### src/rtl/text_stream_sequencer.sv
`timescale 1ns/1ps
// text_stream_sequencer
// Walks a character ROM and offers each character to a display sink.
// Four modes: stop, continuous loop, single pass, and word step (one word
// per step request). Optional pacing inserts idle cycles between characters.
//
// Sink handshake (char_valid / char_ready):
//   char_valid rises with char_out already stable, and both stay unchanged
//   until a rising clk edge samples char_valid=1 and char_ready=1; that edge
//   is the accept. char_valid is never withdrawn before accept (only reset
//   can drop it). char_ready may toggle freely.
//
// ROM interface: rom_en is a one-cycle read strobe with rom_addr; rom_data
// is expected to be valid in the cycle right after rom_en.
module text_stream_sequencer #(
  parameter int STR_LEN = 51,
  parameter int ADDR_W  = 8,
  parameter int DIV_W   = 16
) (
  input  logic              clk,
  input  logic              rst_n,
  input  logic              ena,
  input  logic [1:0]        mode,
  input  logic              step,
  input  logic [DIV_W-1:0]  tick_div,
  output logic              rom_en,
  output logic [ADDR_W-1:0] rom_addr,
  input  logic [7:0]        rom_data,
  output logic [7:0]        char_out,
  output logic              char_valid,
  input  logic              char_ready,
  output logic              busy,
  output logic              done,
  output logic [2:0]        dbg_state
);

  typedef enum logic [2:0] {
    IDLE  = 3'd0,
    FETCH = 3'd1,
    WAIT  = 3'd2,
    OFFER = 3'd3,
    PACE  = 3'd4
  } state_t;

  localparam logic [1:0] MODE_STOP   = 2'b00;
  localparam logic [1:0] MODE_LOOP   = 2'b01;
  localparam logic [1:0] MODE_SINGLE = 2'b10;
  localparam logic [1:0] MODE_WORD   = 2'b11;

  localparam logic [ADDR_W-1:0] LAST_ADDR = ADDR_W'(STR_LEN - 1);
  localparam logic [7:0]        SPACE     = 8'h20;

  state_t             state_q, state_d;
  logic [ADDR_W-1:0]  ptr_q, ptr_d;
  logic               armed_q, armed_d;
  logic [DIV_W-1:0]   cnt_q, cnt_d;
  // Attributes of the last accepted character, kept for the decision
  // taken at the end of PACE.
  logic               last_q, last_d;
  logic               space_q, space_d;
  logic               rom_en_q, rom_en_d;
  logic [ADDR_W-1:0]  rom_addr_q, rom_addr_d;
  logic [7:0]         char_out_q, char_out_d;
  logic               char_valid_q, char_valid_d;
  logic               busy_q, busy_d;
  logic               done_q, done_d;

  logic               decide;
  logic               dec_last;
  logic               dec_space;
  logic               go_fetch;

  // Next-state and next-output computation; outputs are registered so they
  // follow the state they belong to exactly.
  always_comb begin
    state_d      = state_q;
    ptr_d        = ptr_q;
    armed_d      = armed_q;
    cnt_d        = cnt_q;
    last_d       = last_q;
    space_d      = space_q;
    rom_en_d     = 1'b0;
    rom_addr_d   = rom_addr_q;
    char_out_d   = char_out_q;
    char_valid_d = 1'b0;
    done_d       = 1'b0;
    decide       = 1'b0;
    dec_last     = 1'b0;
    dec_space    = 1'b0;
    go_fetch     = 1'b0;

    case (state_q)
      IDLE: begin
        if (mode == MODE_STOP) begin
          ptr_d   = '0;
          armed_d = 1'b1;
        end
        if (ena && ((mode == MODE_LOOP) ||
                    (mode == MODE_SINGLE && armed_q) ||
                    (mode == MODE_WORD && step))) begin
          go_fetch = 1'b1;
        end
      end
      FETCH: begin
        state_d = WAIT;
      end
      WAIT: begin
        char_out_d   = rom_data;
        char_valid_d = 1'b1;
        state_d      = OFFER;
      end
      OFFER: begin
        char_valid_d = 1'b1;
        if (char_ready) begin
          char_valid_d = 1'b0;
          ptr_d        = (ptr_q == LAST_ADDR) ? '0 : ptr_q + ADDR_W'(1);
          last_d       = (ptr_q == LAST_ADDR);
          space_d      = (char_out_q == SPACE);
          if (tick_div != '0) begin
            cnt_d   = tick_div - DIV_W'(1);
            state_d = PACE;
          end else begin
            decide    = 1'b1;
            dec_last  = (ptr_q == LAST_ADDR);
            dec_space = (char_out_q == SPACE);
          end
        end
      end
      PACE: begin
        if (cnt_q == '0) begin
          decide    = 1'b1;
          dec_last  = last_q;
          dec_space = space_q;
        end else begin
          cnt_d = cnt_q - DIV_W'(1);
        end
      end
      default: begin
        state_d = IDLE;
      end
    endcase

    // Post-character decision: mode/ena are only looked at here and in IDLE.
    if (decide) begin
      if (!ena || mode == MODE_STOP) begin
        state_d = IDLE;
      end else if (mode == MODE_SINGLE && dec_last) begin
        done_d  = 1'b1;
        armed_d = 1'b0;
        state_d = IDLE;
      end else if (mode == MODE_WORD && (dec_last || dec_space)) begin
        state_d = IDLE;
      end else begin
        go_fetch = 1'b1;
      end
    end

    if (go_fetch) begin
      state_d    = FETCH;
      rom_en_d   = 1'b1;
      rom_addr_d = ptr_d;
    end

    busy_d = (state_d != IDLE);
  end

  // State and output registers with asynchronous active-low reset.
  always_ff @(posedge clk or negedge rst_n) begin
    if (!rst_n) begin
      state_q      <= IDLE;
      ptr_q        <= '0;
      armed_q      <= 1'b1;
      cnt_q        <= '0;
      last_q       <= 1'b0;
      space_q      <= 1'b0;
      rom_en_q     <= 1'b0;
      rom_addr_q   <= '0;
      char_out_q   <= '0;
      char_valid_q <= 1'b0;
      busy_q       <= 1'b0;
      done_q       <= 1'b0;
    end else begin
      state_q      <= state_d;
      ptr_q        <= ptr_d;
      armed_q      <= armed_d;
      cnt_q        <= cnt_d;
      last_q       <= last_d;
      space_q      <= space_d;
      rom_en_q     <= rom_en_d;
      rom_addr_q   <= rom_addr_d;
      char_out_q   <= char_out_d;
      char_valid_q <= char_valid_d;
      busy_q       <= busy_d;
      done_q       <= done_d;
    end
  end

  assign rom_en     = rom_en_q;
  assign rom_addr   = rom_addr_q;
  assign char_out   = char_out_q;
  assign char_valid = char_valid_q;
  assign busy       = busy_q;
  assign done       = done_q;
  assign dbg_state  = state_q;

endmodule

### config.mk
export PLATFORM = sky130hd
export DESIGN_NAME = text_stream_sequencer
export DESIGN_NICKNAME = d
export VERILOG_FILES = /design/src/rtl/text_stream_sequencer.sv
export SDC_FILE = /design/constraint.sdc
export NUM_CORES = 1
export LEC_CHECK = 0
export BUFFER_PORTS_ARGS = -buffer_cell sky130_fd_sc_hd__buf_2
export CELL_PAD_IN_SITES_DETAIL_PLACEMENT = 1
export CELL_PAD_IN_SITES_GLOBAL_PLACEMENT = 1
export CORE_MARGIN = 1
export CORE_UTILIZATION = 35
export CTS_CLUSTER_SIZE = 20
export DETAILED_ROUTE_END_ITERATION = 8
export GPL_TIMING_DRIVEN = 0
export PLACE_DENSITY_LB_ADDON = 0.1
export REMOVE_ABC_BUFFERS = 1
export SLEW_MARGIN = 20
export SYNTH_ARGS = -nofsm -noshare
export SYNTH_HDL_FRONTEND = slang
export SYNTH_SLANG_ARGS = --single-unit
### constraint.sdc
create_clock -name clk -period 4.59 [get_ports clk]
set_clock_uncertainty 0.1 [all_clocks]
set_input_delay 0.459 -clock clk [delete_from_list [all_inputs] [get_ports clk]]
set_output_delay 0.459 -clock clk [all_outputs]
set_load 0.01 [all_outputs]
### Word-level counts from Yosys, hierarchy flattened

Cells that the tools add are included.

| storage, ports and cells | value |
|---|---|
| bits in registers | 50 |
| output and inout port bits | 23 |

| cells by class | value |
|---|---|
| reduce and logical (&&, ||, !) cells | 19 |
| equal/unequal tests | 12 |
| muxes and demuxes | 45 |
| add/sub/neg operators | 3 |

Operators by type and width:

| kind | number |
|---|---|
| 16-bit two-way mux | 3 |
| 16-bit case mux with 2 select lines | 1 |
| 16-bit by 1-bit subtractor with 16-bit output (second input constant) | 2 |
| 1-bit two-way mux | 25 |
| 8-bit two-way mux | 3 |
| 3-bit two-way mux | 7 |
| 8-bit by 6-bit equality test with 1-bit output (second input constant) | 2 |
| 16-bit logical NOT | 1 |
| 8-bit case mux with 2 select lines | 1 |
| 16-bit nonzero test | 1 |
| 3-bit case mux with 4 select lines | 1 |
| 8-bit by 1-bit adder with 8-bit output (second input constant) | 1 |
| 1-bit case mux with 2 select lines | 4 |
| 3-bit by 2-bit equality test with 1-bit output (second input constant) | 2 |
| 2-bit != test (second input constant) | 3 |
| 1-bit logical AND | 5 |
| 2-bit equality test (second input constant) | 2 |
| 1-bit logical OR | 4 |
| 4-bit AND reduction | 1 |
| 3-bit by 1-bit equality test with 1-bit output (second input constant) | 1 |
| 3-bit equality test (second input constant) | 1 |
| 3-bit logical NOT | 1 |
| 3-bit nonzero test | 1 |
| 2-bit by 1-bit equality test with 1-bit output (second input constant) | 1 |
| 5 further kinds | 5 |

### Longest topological paths before layout

| logic depth | value |
|---|---|
| depth in word-level cells | 13 |
| depth in mapped cells | 11 |
| depth with buffers taken out | 7 |

### Worst setup path before layout

Ideal clock, no wire load.

| timing path | value |
|---|---|
| path type | register to register |
| start point | reg state_q[1] (netlist: dbg_state[1]) |
| end point | reg cnt_q[10] |
| buffers on the path | 4 |
| slack | 1.254 ns |
| stages on the path, launching flop included | 12 |
| arrival | 3.156 ns |
| setup time | 0.079 ns |
| path through | dfrtp_1 -> buf_2 -> nor3b_1 -> clkbuf_1 -> clkbuf_1 -> clkbuf_1 -> mux2i_1 -> ha_1 -> o21ai_0 -> or4_1 -> a21oi_1 -> a2bb2oi_1 |

| between the ends | value |
|---|---|
| longest elaborated chain between the ends | 3 |
| elaborated cells on any way between the ends | 8 |

Ends and longest elaborated chain:

| item | RTL line | RTL |
|---|---|---|
| start: declaration | 53 | `state_t state_q, state_d;` |
| start signal: assignment | 183 | `state_q <= state_d;` |
| 3-bit equality test or 3-bit by 2-bit equality test with 1-bit output (tied branches) | 92 | `case (state_q)` |
| 2-bit != test (no source line) or 2-bit nonzero test (tied branches) | - |  |
| 4-bit AND reduction (no source line) | - |  |
| end signal: assignment | 186 | `cnt_q <= cnt_d;` |
| end: declaration | 56 | `logic [DIV_W-1:0] cnt_q, cnt_d;` |

Several ways; a longest one is shown, not always the timed one.
A chain may end at the register's enable or synchronous reset.

### Worst setup path after layout

| timing path | value |
|---|---|
| start point | reg state_q[0] (netlist: dbg_state[0]) |
| end point | reg busy_q (netlist: busy) |

| between the ends | value |
|---|---|
| longest elaborated chain between the ends | 10 |
| elaborated cells on any way between the ends | 26 |

Ends and longest elaborated chain:

| item | RTL line | RTL |
|---|---|---|
| 3-bit equality test or 3-bit by 2-bit equality test with 1-bit output (tied branches) | 92 |  |
| 1-bit case mux with 2 select lines | 92 |  |
| 1-bit logical OR | 151 | `end else if (mode == MODE_WORD && (dec_last \|\| dec_space)) begin` |
| 1-bit logical AND | 151 |  |
| 3-bit two-way mux or 1-bit two-way mux (tied branches) | 151 |  |
| 3-bit two-way mux or 1-bit two-way mux (tied branches) | 147 | `end else if (mode == MODE_SINGLE && dec_last) begin` |
| 3-bit two-way mux or 1-bit two-way mux (tied branches) | 145 | `if (!ena \|\| mode == MODE_STOP) begin` |
| 3-bit two-way mux or 1-bit two-way mux (tied branches) | 144 | `if (decide) begin` |
| 3-bit two-way mux * | 158 | `if (go_fetch) begin` |
| 3-bit nonzero test * | 164 | `busy_d = (state_d != IDLE);` |
| named net busy_d | 65 | `logic busy_q, busy_d;` |
| end signal: assignment | 193 | `busy_q <= busy_d;` |
| end: declaration | 65 |  |

The timed path passes the listed nets; every way through them passes the cells marked *.

==> flow_summary.yaml <==
die:
  fp.dieW_um: 93.8
  die-area_mm2: 0.00880
  io_pins: 54
  core_area_mm2: 0.00818
  rows: 33
  chipHeight_um: 93.8
  start_util_pct: 36.1
pwr:
  internal_power_mw: 1.01
  ir_drop_v: 0.000143
  total_power_mw: 1.72
  swShare_pct: 41.1
  p_leak_nw: 1.36
  pwr-share-comb_pct: 40.7
  pwr-share-seq_pct: 44.2
  p_sw_mw: 0.705
  clkPwrFrac_pct: 15.1
  powerDensity_mw_per_mm2: 507
global_routing:
  first_global_vias: 2615
  grt_util_met2_pct: 30.6
  antenna_found_initial: 0
  overflow: 0
  grt_use_met1_pct: 26.9
  use_met3_pct: 3.24
  grtUsageTotal_pct: 19.3
  grt_pass1_wl_um: 13300
  grt.busiest_layer: "met2"
  grt_start_max_net_pins: 51
layout:
  final_cell_mix: "52 x buf_2, 49 x dfrtp_1, 28 x nor2_1, 26 x o21ai_0"
  multi_input_area_mm2: 0.00159
  drive_gt1_share_pct: 26.3
  diodes: 0
  nFillCells: 983
  seq_area_mm2: 0.00125
  final_core_util_pct: 41.4
  area_growth_pct: 14.8
  finalInstanceArea_mm2: 0.00339
  fin_nets: 398
  final_common_cell: "buf_2"
placement:
  gp_congestion: 0.766
  port_buffers: 53
  hpwl_um: 5780
  place_area_mm2: 0.00330
synth:
  avgSynthCellArea_um2: 9.33
  async_flop_share_pct: 100
  synthCells: 316
  syn-cell-area_mm2: 0.00295
  synth-main-ff-cell: "dfrtp_1"
  synth-edff-count: 0
  ys_types: 55
  ys_ff_latch: 50
  yosysSeqAreaShare_pct: 42.5
  ys_warn_count: 0
critical_path:
  r2r_setup_slack_ps: 970
  arrival_ps: 3700
  timing.rr.end: "busy$_DFF_PN0_"
  worstSetupStartpoint: "dbg_state[0]$_DFF_PN0_"
  cp.required_ps: 4670
  cp-end-kind: "flip-flop"
  cp_slowest_cell: "or3b_1"
  path_class: "flip-flop to flip-flop"
  crit_chain: "or3b_1, nor4_1, and4_1, or3_1, inv_4, or4_1"
  rr_startpoint: "dbg_state[0]$_DFF_PN0_"
  critPathTopFamily: "simple AND/OR/NAND/NOR gates"
  startpoint_type: "flip-flop"
  path_max_fanout: 22
  reg2regPathDepth: 6
  cp_num_buf_inv: 1
  cpPeakStageDelay_ps: 750
  cp.depth: 6
  critPathCapture: "busy$_DFF_PN0_"
routing:
  drtAntennaViolNets: 0
  viasPerCell: 5.68
  wl_per_cell_um: 16.7
  wirelength_um: 7850
  drt_iter0_markers: 51
  vias: 2670
  drc_errors: 0
  drt_pass1_iterations: 4
timing:
  fin_crit_sh_pct: 78.8
  fmaxAchievable_ghz: 0.276
  grt_setup_unrepaired: "no"
  setup_viol: 0
  fin_tns_setup_ps: 0
  tightest_slew_ps: 921
  relSlewSlack_pct: 38.2
  drv_slew: 0
  hold_viol: 0
  period_minus_slack_ps: 3620
clock_network:
  ctsResizeCount: 0
  cts_tree: "yes"
  ctsHoldBuffers: 0
  clock_sinks: 50
  cts_setup_buffers: 0
  cts_buffers: 5
  h-tree-depth: 2
  clkTransAtPathRegs_ps: 90
  cts_buffer_depth: 2
  root_buffer: "clkbuf_8"
  insertion_delay_ps: 300
run:
  max-cap-violations: 0
outcome:
  status: "finished, final reports clean"
hold_path:
  hold_path.class: "primary input to async pin"
-- power groups by stage --
| stage | sequential [mW] | clock (mW) | combinational, mW |
|---|---|---|---|
| 2_1_floorplan | 0.761 | 0 | 0.441 |
| 3_3_place_gp | 0.759 | 0 | 0.682 |
| 3_5_place_dp | 0.769 | 0 | 0.709 |
| 4_1_cts | 0.760 | 0.275 | 0.712 |
| 5_1_grt | 0.787 | 0.286 | 0.788 |
| 6_report | 0.759 | 0.259 | 0.698 |
-- cells in the mapped netlist, types with 3 or more instances --
master	count	area, um2
a211oi_1	8	60.1
a211oi_2	3	37.5
a21oi_1	23	115
and3_1	3	18.8
buf_2	4	20.0
buf_6	3	33.8
clkbuf_1	8	30.0
dfrtp_1	49	1230
ha_1	3	37.5
inv_1	3	11.3
mux2_2	17	191
mux2i_1	10	100
nand2_1	23	86.3
nand2b_1	4	25.0
nand3_1	3	15.0
nand3b_1	3	22.5
nor2_1	28	105
nor2b_1	3	18.8
nor3_1	19	95.1
nor3b_1	4	30.0
nor4_1	8	50.1
nor4b_1	3	26.3
o211ai_1	3	22.5
o21ai_0	27	135
o22ai_1	4	25.0
o31ai_1	4	30.0
or2_2	3	18.8
or3_1	6	37.5
or4_1	5	37.5
-- cell type report --
class	count	area share, %
multi-input combinational	246	47.0
clock buffer	6	2.14
inverter	4	0.517
tap	105	3.88
clock inverter	2	0.407
timing repair buffer	57	9.02
sequential	50	37.0
-- registers in the layout, indices dropped and copies added (netlist names) --
signal and count:
done 1, char_valid 1, cnt_q 16, armed_q 1, ptr_q 8, space_q 1
dbg_state 3, last_q 1, char_out 8, rom_en 1, busy 1, rom_addr 8
-- worst min-delay path by stage --
stage | start | endpoint | cells past startpoint | slack, ps
after floorplan | rst_n | busy$_DFF_PN0_ | 0 | 60
after global placement | space_q$_DFFE_PN0P_ | space_q$_DFFE_PN0P_ | 2 | 370
after detailed placement | space_q$_DFFE_PN0P_ | space_q$_DFFE_PN0P_ | 2 | 380
after CTS | rst_n | rom_addr[1]$_DFFE_PN0P_ | 1 | 100
after global routing | rst_n | char_valid$_DFF_PN0_ | 1 | 130
final | rst_n | char_valid$_DFF_PN0_ | 1 | 80
-- routing by layer --
layer	vias up	wire length, um
li1	1286	-
met1	1337	3910
met2	42	3590
met3	5	253
met4	0	93
met5	-	0
-- worst reg2reg max path: cells and delay by family (launching register included) --
kind	cells	cell delay, ps
flip-flops	1	500
AND/OR/NAND/NOR	5	2650
buffers and inverters	1	250
-- per-stage QoR --
step	setup WS [ps]	cells	hold WS, ps
after floorplan	-149	300	63.4
after global placement	-1560	458	370
after detailed placement	912	462	382
after CTS	889	470	101
after global routing	652	470	128
final	972	470	75.6
-- kinds of logic (layout without fill, tap and decap cells) --
group	after synthesis	after routing	share of synthesized area, %
fa+ha+maj	3	3	1.27
buf+inv	20	69	3.69
compound gates	89	89	19.2
xor+xnor	2	2	0.594
flops	50	50	42.5
simple gates	125	125	22.9
mux	27	27	9.89
Power figures use the tool's default switching activity.
